==> config.mk <==
export PLATFORM = sky130hd
export DESIGN_NAME = ret_recovery_ctrl
export DESIGN_NICKNAME = d
export VERILOG_FILES = /design/src/rtl/ret_recovery_ctrl_pkg.sv /design/src/rtl/ret_rec_cmp.sv /design/src/rtl/ret_recovery_ctrl.sv
export SDC_FILE = /design/constraint.sdc
export NUM_CORES = 1
export LEC_CHECK = 0
export ABC_AREA = 1
export BUFFER_PORTS_ARGS = -buffer_cell sky130_fd_sc_hd__buf_4
export CAP_MARGIN = 20
export CORE_UTILIZATION = 45
export CTS_BUF_LIST = sky130_fd_sc_hd__clkbuf_8
export CTS_CLUSTER_DIAMETER = 50
export DETAILED_ROUTE_END_ITERATION = 7
export GPL_TIMING_DRIVEN = 0
export PLACE_DENSITY_LB_ADDON = 0.1
export SYNTH_ARGS = -nofsm -noshare
export SYNTH_HDL_FRONTEND = slang
export SYNTH_HIERARCHICAL = 1
export SYNTH_SLANG_ARGS = --single-unit
export TNS_END_PERCENT = 20
==> constraint.sdc <==
create_clock -name clk -period 2.1 [get_ports clk]
set_input_delay 0.315 -clock clk [delete_from_list [all_inputs] [get_ports clk]]
set_output_delay 0.315 -clock clk [all_outputs]
set_load 0.005 [all_outputs]
==> src/rtl/ret_recovery_ctrl_pkg.sv <==
// Shared types and helpers for the return-stack recovery sequencer.
// The widths here are the ones the top module is built with.
package ret_recovery_ctrl_pkg;

    localparam int FID_W_P = 4;
    localparam int OFF_W_P = 3;
    localparam int IDX_W_P = 3;

    typedef logic [FID_W_P-1:0] fid_t;
    typedef logic [OFF_W_P-1:0] off_t;
    typedef logic [IDX_W_P-1:0] idx_t;

    typedef enum logic [1:0] {
        ST_IDLE = 2'd0,
        ST_WALK = 2'd1,
        ST_SAVE = 2'd2
    } RetRecState_t;

    // Fetch IDs wrap, so age is judged by distance from a common base ID.
    function automatic logic fid_rel_gt(input fid_t a, input fid_t b, input fid_t base);
        fid_t a_rel;
        fid_t b_rel;
        a_rel = a - base;
        b_rel = b - base;
        return a_rel > b_rel;
    endfunction

endpackage

==> src/rtl/ret_rec_cmp.sv <==
// Continue-walk comparator: is the recovery queue top younger than the
// mispredicting branch, relative to the recovery base fetch ID?
module ret_rec_cmp
    import ret_recovery_ctrl_pkg::*;
(
    input  logic q_empty,
    input  fid_t q_top_fid,
    input  off_t q_top_offs,
    input  fid_t rec_id,
    input  fid_t rec_base,
    input  off_t rec_offs,
    input  logic overw_own,
    output logic cont
);

    logic same_s;
    logic offs_ok_s;

    // Same fetch block: the offset decides; the branch's own entry counts when it overwrote it.
    always_comb begin
        same_s    = (q_top_fid == rec_id);
        offs_ok_s = overw_own ? (q_top_offs >= rec_offs) : (q_top_offs > rec_offs);
        cont      = !q_empty && (fid_rel_gt(q_top_fid, rec_id, rec_base) || (same_s && offs_ok_s));
    end

endmodule

==> src/rtl/ret_recovery_ctrl.sv <==
// Return-stack recovery sequencer: after a mispredict it pops the recovery queue
// one entry per cycle, then optionally performs one save. Watchdog: RET_REC_WATCHDOG_EN.
module ret_recovery_ctrl
    import ret_recovery_ctrl_pkg::*;
#(
    parameter int RQSIZE = 8,
    parameter int IDX_W  = IDX_W_P,
    parameter int FID_W  = FID_W_P,
    parameter int OFF_W  = OFF_W_P
) (
    input  logic             clk,
    input  logic             rst,
    input  logic             IN_misprValid,
    input  logic [FID_W-1:0] IN_misprFetchID,
    input  logic [OFF_W-1:0] IN_misprOffs,
    input  logic             IN_misprIsFetchBranch,
    input  logic             IN_retUpdValid,
    input  logic [IDX_W-1:0] IN_retUpdIdx,
    input  logic [30:0]      IN_retUpdAddr,
    input  logic [FID_W-1:0] IN_comFetchID,
    input  logic             IN_qEmpty,
    input  logic             IN_qFull,
    input  logic [FID_W-1:0] IN_qTopFetchID,
    input  logic [OFF_W-1:0] IN_qTopOffs,
    output logic             OUT_popTop,
    output logic             OUT_saveWr,
    output logic [IDX_W-1:0] OUT_saveIdx,
    output logic [30:0]      OUT_saveAddr,
    output logic [FID_W-1:0] OUT_saveFetchID,
    output logic [OFF_W-1:0] OUT_saveOffs,
    output logic             OUT_forwardIdx,
    output logic             OUT_stall,
    output logic             OUT_busy
`ifdef RET_REC_WATCHDOG_EN
    ,
    output logic             OUT_wdError
`endif
);

    localparam logic [1:0] S_IDLE = ST_IDLE;
    localparam logic [1:0] S_WALK = ST_WALK;
    localparam logic [1:0] S_SAVE = ST_SAVE;

    if (FID_W != FID_W_P || OFF_W != OFF_W_P || IDX_W != IDX_W_P || RQSIZE < 2) begin : g_cfg_check
        $error("ret_recovery_ctrl: parameters must match ret_recovery_ctrl_pkg widths");
    end

    logic [1:0]       state_q, state_d;
    logic [FID_W-1:0] rec_id_q, rec_id_d;
    logic [FID_W-1:0] rec_base_q, rec_base_d;
    logic [OFF_W-1:0] rec_offs_q, rec_offs_d;
    logic             overw_own_q, overw_own_d;
    logic             save_pending_q, save_pending_d;
    logic             fwd_q, fwd_d;
    logic [IDX_W-1:0] save_idx_q, save_idx_d;
    logic [30:0]      save_addr_q, save_addr_d;
    logic [FID_W-1:0] save_fid_q, save_fid_d;
    logic [OFF_W-1:0] save_offs_q, save_offs_d;
    logic             cont_s;
    logic             do_save_s;
    logic             wd_trip_s;

    assign do_save_s = IN_misprIsFetchBranch && IN_retUpdValid;

    ret_rec_cmp u_cmp (
        .q_empty    (IN_qEmpty),
        .q_top_fid  (IN_qTopFetchID),
        .q_top_offs (IN_qTopOffs),
        .rec_id     (rec_id_q),
        .rec_base   (rec_base_q),
        .rec_offs   (rec_offs_q),
        .overw_own  (overw_own_q),
        .cont       (cont_s)
    );

    // Next-state: a mispredict always wins and restarts recovery from its own context.
    always_comb begin
        state_d        = state_q;
        rec_id_d       = rec_id_q;
        rec_base_d     = rec_base_q;
        rec_offs_d     = rec_offs_q;
        overw_own_d    = overw_own_q;
        save_pending_d = save_pending_q;
        save_idx_d     = save_idx_q;
        save_addr_d    = save_addr_q;
        save_fid_d     = save_fid_q;
        save_offs_d    = save_offs_q;
        fwd_d          = IN_misprValid;
        if (IN_misprValid) begin
            rec_id_d       = IN_misprFetchID;
            rec_base_d     = IN_comFetchID;
            rec_offs_d     = IN_misprOffs;
            overw_own_d    = IN_misprIsFetchBranch && !IN_retUpdValid;
            save_pending_d = do_save_s;
            if (do_save_s) begin
                save_idx_d  = IN_retUpdIdx + IDX_W'(1);
                save_addr_d = IN_retUpdAddr + 31'd1;
                save_fid_d  = IN_misprFetchID;
                save_offs_d = IN_misprOffs;
            end else begin
                save_idx_d  = save_idx_q;
                save_addr_d = save_addr_q;
                save_fid_d  = save_fid_q;
                save_offs_d = save_offs_q;
            end
            state_d = (!IN_qEmpty || do_save_s) ? S_WALK : S_IDLE;
        end else begin
            case (state_q)
                S_WALK: begin
                    if (wd_trip_s) begin
                        state_d        = S_IDLE;
                        save_pending_d = 1'b0;
                    end else if (cont_s) begin
                        state_d = S_WALK;
                    end else if (save_pending_q) begin
                        state_d = S_SAVE;
                    end else begin
                        state_d = S_IDLE;
                    end
                end
                S_SAVE: begin
                    state_d        = S_IDLE;
                    save_pending_d = 1'b0;
                end
                default: state_d = S_IDLE;
            endcase
        end
    end

    // Control state with synchronous reset.
    always_ff @(posedge clk) begin
        if (rst) begin
            state_q        <= S_IDLE;
            rec_id_q       <= '0;
            rec_base_q     <= '0;
            rec_offs_q     <= '0;
            overw_own_q    <= 1'b0;
            save_pending_q <= 1'b0;
            fwd_q          <= 1'b0;
        end else begin
            state_q        <= state_d;
            rec_id_q       <= rec_id_d;
            rec_base_q     <= rec_base_d;
            rec_offs_q     <= rec_offs_d;
            overw_own_q    <= overw_own_d;
            save_pending_q <= save_pending_d;
            fwd_q          <= fwd_d;
        end
    end

    // Save payload needs no reset: it is only observed while in SAVE.
    always_ff @(posedge clk) begin
        save_idx_q  <= save_idx_d;
        save_addr_q <= save_addr_d;
        save_fid_q  <= save_fid_d;
        save_offs_q <= save_offs_d;
    end

`ifdef RET_REC_WATCHDOG_EN
    localparam int              WD_W     = $clog2(RQSIZE + 3);
    localparam logic [WD_W-1:0] WD_LIMIT = WD_W'(RQSIZE + 1);

    logic [WD_W-1:0] wd_cnt_q, wd_cnt_d;
    logic            wd_err_q, wd_err_d;

    // Counts consecutive WALK cycles; a legal walk never outlasts the queue depth plus exit.
    always_comb begin
        wd_trip_s = (state_q == S_WALK) && (wd_cnt_q == WD_LIMIT) && !IN_misprValid;
        if (IN_misprValid || (state_q != S_WALK)) begin
            wd_cnt_d = '0;
        end else begin
            wd_cnt_d = wd_cnt_q + WD_W'(1);
        end
        wd_err_d = wd_err_q || wd_trip_s;
    end

    // Watchdog counter and sticky error flag.
    always_ff @(posedge clk) begin
        if (rst) begin
            wd_cnt_q <= '0;
            wd_err_q <= 1'b0;
        end else begin
            wd_cnt_q <= wd_cnt_d;
            wd_err_q <= wd_err_d;
        end
    end

    assign OUT_wdError = wd_err_q;
`else
    assign wd_trip_s = 1'b0;
`endif

    // Strobes are suppressed while reset is asserted and in a mispredict cycle.
    always_comb begin
        OUT_popTop     = !rst && !IN_misprValid && (state_q == S_WALK) && cont_s && !wd_trip_s;
        OUT_saveWr     = !rst && !IN_misprValid && (state_q == S_SAVE) && !IN_qFull;
        OUT_stall      = !rst && (((state_q == S_WALK) && (cont_s || save_pending_q))
                                  || (state_q == S_SAVE));
        OUT_busy       = !rst && (state_q != S_IDLE);
        OUT_forwardIdx = !rst && fwd_q;
        if (!rst && (state_q == S_SAVE)) begin
            OUT_saveIdx     = save_idx_q;
            OUT_saveAddr    = save_addr_q;
            OUT_saveFetchID = save_fid_q;
            OUT_saveOffs    = save_offs_q;
        end else begin
            OUT_saveIdx     = '0;
            OUT_saveAddr    = '0;
            OUT_saveFetchID = '0;
            OUT_saveOffs    = '0;
        end
    end

endmodule

# ---- Word-level counts from Yosys, hierarchy flattened
# Index checks and enable logic that the tools add are counted.
dict set report word_totals {
  wordCells 59
  reg_bits 57
}
dict set report op_classes {
  n_eq_ne 3
  n_reduce_logical 26
  muxes 12
  n_lt_le_gt_ge 3
  n_addsub 4
}
# cell count
set op_table {}
lappend op_table {{$add 31x1->31 const B} 1}
lappend op_table {{$mux 31} 1}
lappend op_table {{$logic_and 1x1->1} 14}
lappend op_table {{$mux 2} 4}
lappend op_table {{$sub 4x4->4} 2}
lappend op_table {{$mux 3} 2}
lappend op_table {{$logic_not 1->1} 5}
lappend op_table {{$eq 4x4->1} 1}
lappend op_table {{$gt 4x4->1} 1}
lappend op_table {{$logic_or 1x1->1} 4}
lappend op_table {{$mux 1} 4}
lappend op_table {{$mux 4} 1}
lappend op_table {{$reduce_bool 2->1} 2}
lappend op_table {{$add 3x1->3 const B} 1}
lappend op_table {{$ge 3x3->1} 1}
lappend op_table {{$gt 3x3->1} 1}
lappend op_table {{$eq 2x1->1 const B} 1}
lappend op_table {{$eq 2x2->1 const B} 1}
lappend op_table {{$reduce_and 2->1} 1}

# ---- Logic depth before layout (Yosys ltp)
dict set report depth {
  word_depth 9
  mapped_depth 15
}

# ---- By module
# Netlist, hierarchy kept.
# mod seq_area_each_um2 n_inst area_per_inst_um2 cells_each
set by_module_without_submodules {}
lappend by_module_without_submodules {ret_recovery_ctrl 1551.5 1 3100.5 392}
lappend by_module_without_submodules {ret_rec_cmp 0.0 1 496.7 74}

# ---- Worst setup path after synthesis
# Ideal clock, no wire load.
dict set report synth_timing {
  path_kind {input to output}
  start {input port IN_qTopFetchID[0]}
  end {output port OUT_stall}
  path_buffers 0
  t_arrival_ns 1.978
  path_slack_ns -0.193
  cell_stages 13
  t_required_ns 1.785
  path_cell_list {inv_2 -> ha_1 -> fa_1 -> inv_1 -> ha_1 -> inv_1 -> nor2_1 -> o21ai_1 -> nand2_1 -> nand2_1 -> a21oi_2 -> nor2_1 -> o21ai_0}
}
dict set report synth_between {
  elab_chain_cells 8
  elab_cells_between_ends 10
  classes_between {add/sub (1); order compare (1); eq/ne (1); reduce/logical (7)}
}
# element line_no
set synth_lines {}
lappend synth_lines {{start: declaration} ret_recovery_ctrl.sv:23} ;# input logic [FID_W-1:0] IN_qTopFetchID,
lappend synth_lines {{$sub 4x4->4 or $eq 4x4->1 (tied branches)} {ret_recovery_ctrl_pkg.sv:23, ret_rec_cmp.sv:21}}
lappend synth_lines {{$gt 4x4->1 or $logic_and 1x1->1 (tied branches)} {ret_recovery_ctrl_pkg.sv:25, ret_rec_cmp.sv:23}}
lappend synth_lines {{$logic_or 1x1->1 *} ret_rec_cmp.sv:23} ;# cont = !q_empty && (fid_rel_gt(q_top_fid, rec_id, rec_base) || (same_s && offs_ok_s));
lappend synth_lines {{$logic_and 1x1->1 *} ret_rec_cmp.sv:23}
lappend synth_lines {{net cont_s} ret_recovery_ctrl.sv:59} ;# logic cont_s;
lappend synth_lines {{$logic_or 1x1->1 *} ret_recovery_ctrl.sv:197} ;# OUT_stall = !rst && (((state_q == S_WALK) && (cont_s || save_pending_q))
lappend synth_lines {{$logic_and 1x1->1 *} ret_recovery_ctrl.sv:197}
lappend synth_lines {{$logic_or 1x1->1 *} ret_recovery_ctrl.sv:198} ;# || (state_q == S_SAVE));
lappend synth_lines {{$logic_and 1x1->1 *} ret_recovery_ctrl.sv:197}
lappend synth_lines {{end: declaration} ret_recovery_ctrl.sv:32} ;# output logic OUT_stall,
# Mark *: on every way through the listed nets, which the timed path passes. The rest lies on a longest branch.

# ---- Worst setup path in the final report
dict set report layout_timing {
  start {register rec_id_q[0]}
  end {output port OUT_stall}
}
dict set report layout_between {
  elab_chain_cells 8
  elab_cells_between_ends 10
  classes_between {add/sub (1); order compare (1); eq/ne (1); reduce/logical (7)}
}
# element line_no
set layout_lines {}
lappend layout_lines {{start: declaration} ret_recovery_ctrl.sv:49} ;# logic [FID_W-1:0] rec_id_q, rec_id_d;
lappend layout_lines {{start signal: assignment} ret_recovery_ctrl.sv:142} ;# rec_id_q <= rec_id_d;
lappend layout_lines {{$sub 4x4->4 or $eq 4x4->1 (tied branches)} {ret_recovery_ctrl_pkg.sv:24, ret_rec_cmp.sv:21}}
lappend layout_lines {{$gt 4x4->1 or $logic_and 1x1->1 (tied branches)} {ret_recovery_ctrl_pkg.sv:25, ret_rec_cmp.sv:23}}
lappend layout_lines {{$logic_or 1x1->1 *} ret_rec_cmp.sv:23}
lappend layout_lines {{$logic_and 1x1->1 *} ret_rec_cmp.sv:23}
lappend layout_lines {{net cont_s} ret_recovery_ctrl.sv:59}
lappend layout_lines {{$logic_or 1x1->1 *} ret_recovery_ctrl.sv:197}
lappend layout_lines {{$logic_and 1x1->1 *} ret_recovery_ctrl.sv:197}
lappend layout_lines {{$logic_or 1x1->1 *} ret_recovery_ctrl.sv:198}
lappend layout_lines {{$logic_and 1x1->1 *} ret_recovery_ctrl.sv:197}
# Marks and branches as above.

==> summary.md <==
| Metric | Value |
|---|---|
| Hold Crit Class | `in2reg` |
| Final worst setup slack | `-0.7090 ns` |
| Post-synth ARST share | `0%` |
| Vias per inst | `between 4 and 5` |
| Final Skew | `0.002038 ns` |
| Fin crit share | `133.8%` |
| Status | `finished, violations left` |
| Worst setup SP type | `flip-flop` |
| H-tree levels | `3` |
| CTS root buf | `clkbuf_8` |
| CTS tree | `done` |
| Die extent in x | `91.41 um` |
| Switching portion of total power | `24.90%` |
| Max-Cap Viols | `0` |
| Slew @ Worst Pin | `0.9008 ns` |
| Share of power burned in the clock network | `approximately two fifths` |
| Initial Util | `46.55%` |
| Post-synthesis sequential area ratio | `43.13%` |
| Placed insts | `672` |
| Layout cell share with drive strength beyond 1 | `27.77%` |
| Total power | `2.836 mW` |
| Vias in the first global route | `3,105` |
| Drc violations | `0` |
| CP Capture Type | `output pin` |
| Seq pwr share | `45.5%` |
| Synthesized cell area | `3597 um^2` |
| Pin count of the biggest net entering global routing | `42` |
| Area Overhead vs Synth | `32.63%` |
| GRT overflow | `0` |
| NumNets Final | `658` |
| Mean Syn Cell Area | `between 7 and 8 um^2` |
| Max IR drop VDD | `0.3018 mV` |
| Worst-skew pair later-pin latency | `0.33 ns` |
| Gpl congestion | `0.8193` |
| Leakage | `2.372 nW` |
| Critical path type | `reg2out` |
| First-pass GRT wire length | `roughly 14,000 um` |
| DR WL/cell | `11.85 um` |
| Final hold vios | `0` |
| FF+latch count, synth | `57` |
| # rows | `32` |
| Final Non-Filler Cells | `689` |
| Max Fclk | `356.0 MHz` |
| Top-Level Pins | `around 110` |
| Port bufs | `104` |
| Final antenna-violating net count | `0` |
| Die height | `91.41 um` |
| Core area | `7727 um^2` |
| Wirelength, routed | `8162 um` |
| Synthesized Nets | `~540` |
| Initial drt markers | `89` |
| Int Pwr | `between 2 and 2.5 mW` |
| Clock sinks | `57` |
| Failing checks | `negative setup slack` |
| Setup violations, final | `3` |
| RSZ-0062 raised after global routing | `true` |
| Fillers | `717` |
| YS warnings | `6` |
| Clock Pin Slew Worst Setup and Hold Paths | `0.07 ns` |
| EDFF count, synth | `41` |
| Most common cell after layout, fill and taps aside | `nand2_1` |
| Netlist cell types | `30` |
| Via Count | `3,161` |
| Count of final max-slew check failures | `0` |
| Comb power frac | `between 10% and 20%` |
| Clock Path Buffers | `2` |
| CP Data Arrival Time | `about 2.5 ns` |
| Relative slew slack | `between 30% and 40%` |
| Worst Path Required | `1.78 ns` |
| Pwr dens | `594.5 nW/um^2` |
| Post-Synthesis Cells | `466` |
| CTS Hold Bufs | `0` |
| Diodes inserted | `0` |
| CP max FO | `3` |
| DPL Wire Length | `roughly 6500 um` |
| Net Switching | `0.7062 mW` |
| Highest-count cells in the layout ignoring fill and taps | `nand2_1 (128), buf_4 (105), inv_1 (80)` |
| Die ar. | `8355 um^2` |
| Main synth FF type | `edfxtp_1` |
| TritonCTS buffer count | `9` |
| Total Routing Usage GR | `21.14%` |
| Number of antenna violations at the first check in global routing | `0` |
| Drt pass-1 iters | `4` |
| Final min period | `approximately 2.8 ns` |
[power by group through the flow]
stage          Clock (mW)  Combinational, mW  Sequential [mW]
2_1_floorplan           0              0.255             1.31
3_3_place_gp            0              0.418             1.31
6_report             1.10              0.448             1.29
4_1_cts              1.12              0.450             1.29
3_5_place_dp            0              0.432             1.31
5_1_grt              1.17              0.516             1.29
[area by class of cell]
class | count | area [um^2] | share of cell area [%]
Tap cell | 102 | 127.6 | 2.675
Clock inverter | 7 | 85.08 | 1.783
Timing Repair Buffer | 105 | 788.3 | 16.52
Buffer | 7 | 32.53 | 0.6819
Sequential cell | 57 | 1556 | 32.63
Inverter | 88 | 330.3 | 6.924
Clock buffer | 9 | 123.9 | 2.596
Multi-Input combinational cell | 314 | 1727 | 36.19
[path summary, 6_finish.rpt]
path | from | endpoint | slack [ns] | depth (start not counted)
max | rec_id_q[0] | OUT_stall | -0.71 | 15
max reg2reg | rec_id_q[0] | state_q[0] | -0.04 | 14
min reg2reg | rec_offs_q[2] | rec_offs_q[2] | 0.47 | 2
min | IN_misprOffs[2] | save_offs_q[2] | 0.17 | 1
[kinds of logic (layout without fill, tap and decap cells)]
logic type / count (synthesis) / count (layout) / share of synthesized area (%)
buffers and inverters: 95 / 216 / 10.09
adder cells (fa/ha/maj): 17 / 17 / 6.330
flip-flops: 57 / 57 / 43.13
AO/OA/AOI/OAI: 25 / 25 / 3.757
AND/OR/NAND/NOR: 249 / 249 / 30.68
XOR/XNOR: 23 / 23 / 6.017
[state kept, by name, indices dropped and copies added, names as in the netlist]
signal and cells:
save_offs_q 3, rec_id_q 4, rec_base_q 4, save_pending_q 1
rec_offs_q 3, save_fid_q 4, state_q 2, fwd_q 1
save_idx_q 3, overw_own_q 1, save_addr_q 31
[per-stage QoR]
stage | worst slack [ns] | cell area (um^2) | utilization [%] | hold WS [ns] | setup TNS (ns)
2_1_floorplan | -0.1282 | 3601 | - | 0.3767 | -0.2391
5_1_grt | -0.9221 | 4771 | 61.74 | 0.1446 | -2.196
3_5_place_dp | -0.4561 | 4509 | 58.35 | 0.4596 | -1.064
4_1_cts | -0.7418 | 4766 | 61.67 | 0.1541 | -1.504
3_3_place_gp | -0.4182 | 4509 | 58.35 | 0.4492 | -2.673
6_report | -0.7090 | 4771 | 61.74 | 0.1711 | -1.442
[cell usage after synthesis (8+ instances only)]
cell	count	area [um^2]
nand2_1	128	480.5
nor2_1	77	289.0
xor2_1	11	96.34
nand3b_1	8	60.06
dfxtp_1	16	320.3
edfxtp_1	41	1231
xnor2_1	10	87.58
inv_1	85	319.1
nor2_4	8	90.09
ha_1	15	187.7
a21oi_1	17	85.08
nand3_1	14	70.07
[repair_timing]
action	in CTS	in global routing
gates resized for setup	8	3
setup endpoints to repair	3	4
buffers inserted	1	0
pin swaps	4	2
[critical path, stage by stage (launching register included)]
cell and delay, ns:
dfxtp_2 0.33, inv_2 0.05, ha_1 0.15, inv_2 0.04, fa_1 0.49, inv_2 0.05, ha_4 0.25, inv_1 0.03
nor2_1 0.08, o21ai_1 0.06, nand2_1 0.06, nand2_1 0.06, a21oi_2 0.18, nor2_1 0.06, o21ai_1 0.13, buf_4 0.13
[metal layers]
| layer | routed length (um) | vias up | part of all wire [%] | global-route usage, % |
|---|---|---|---|---|
| met5 | 0 | - | 0 | 0 |
| met4 | 138 | 0 | 1.7 | 7.407 |
| met3 | 370 | 11 | 4.5 | 4.690 |
| met2 | 4252 | 84 | 52 | 39.22 |
| met1 | 3400 | 1405 | 42 | 23.51 |
| li1 | - | 1661 | - | - |
No activity file was read; power rests on OpenSTA's default activity.
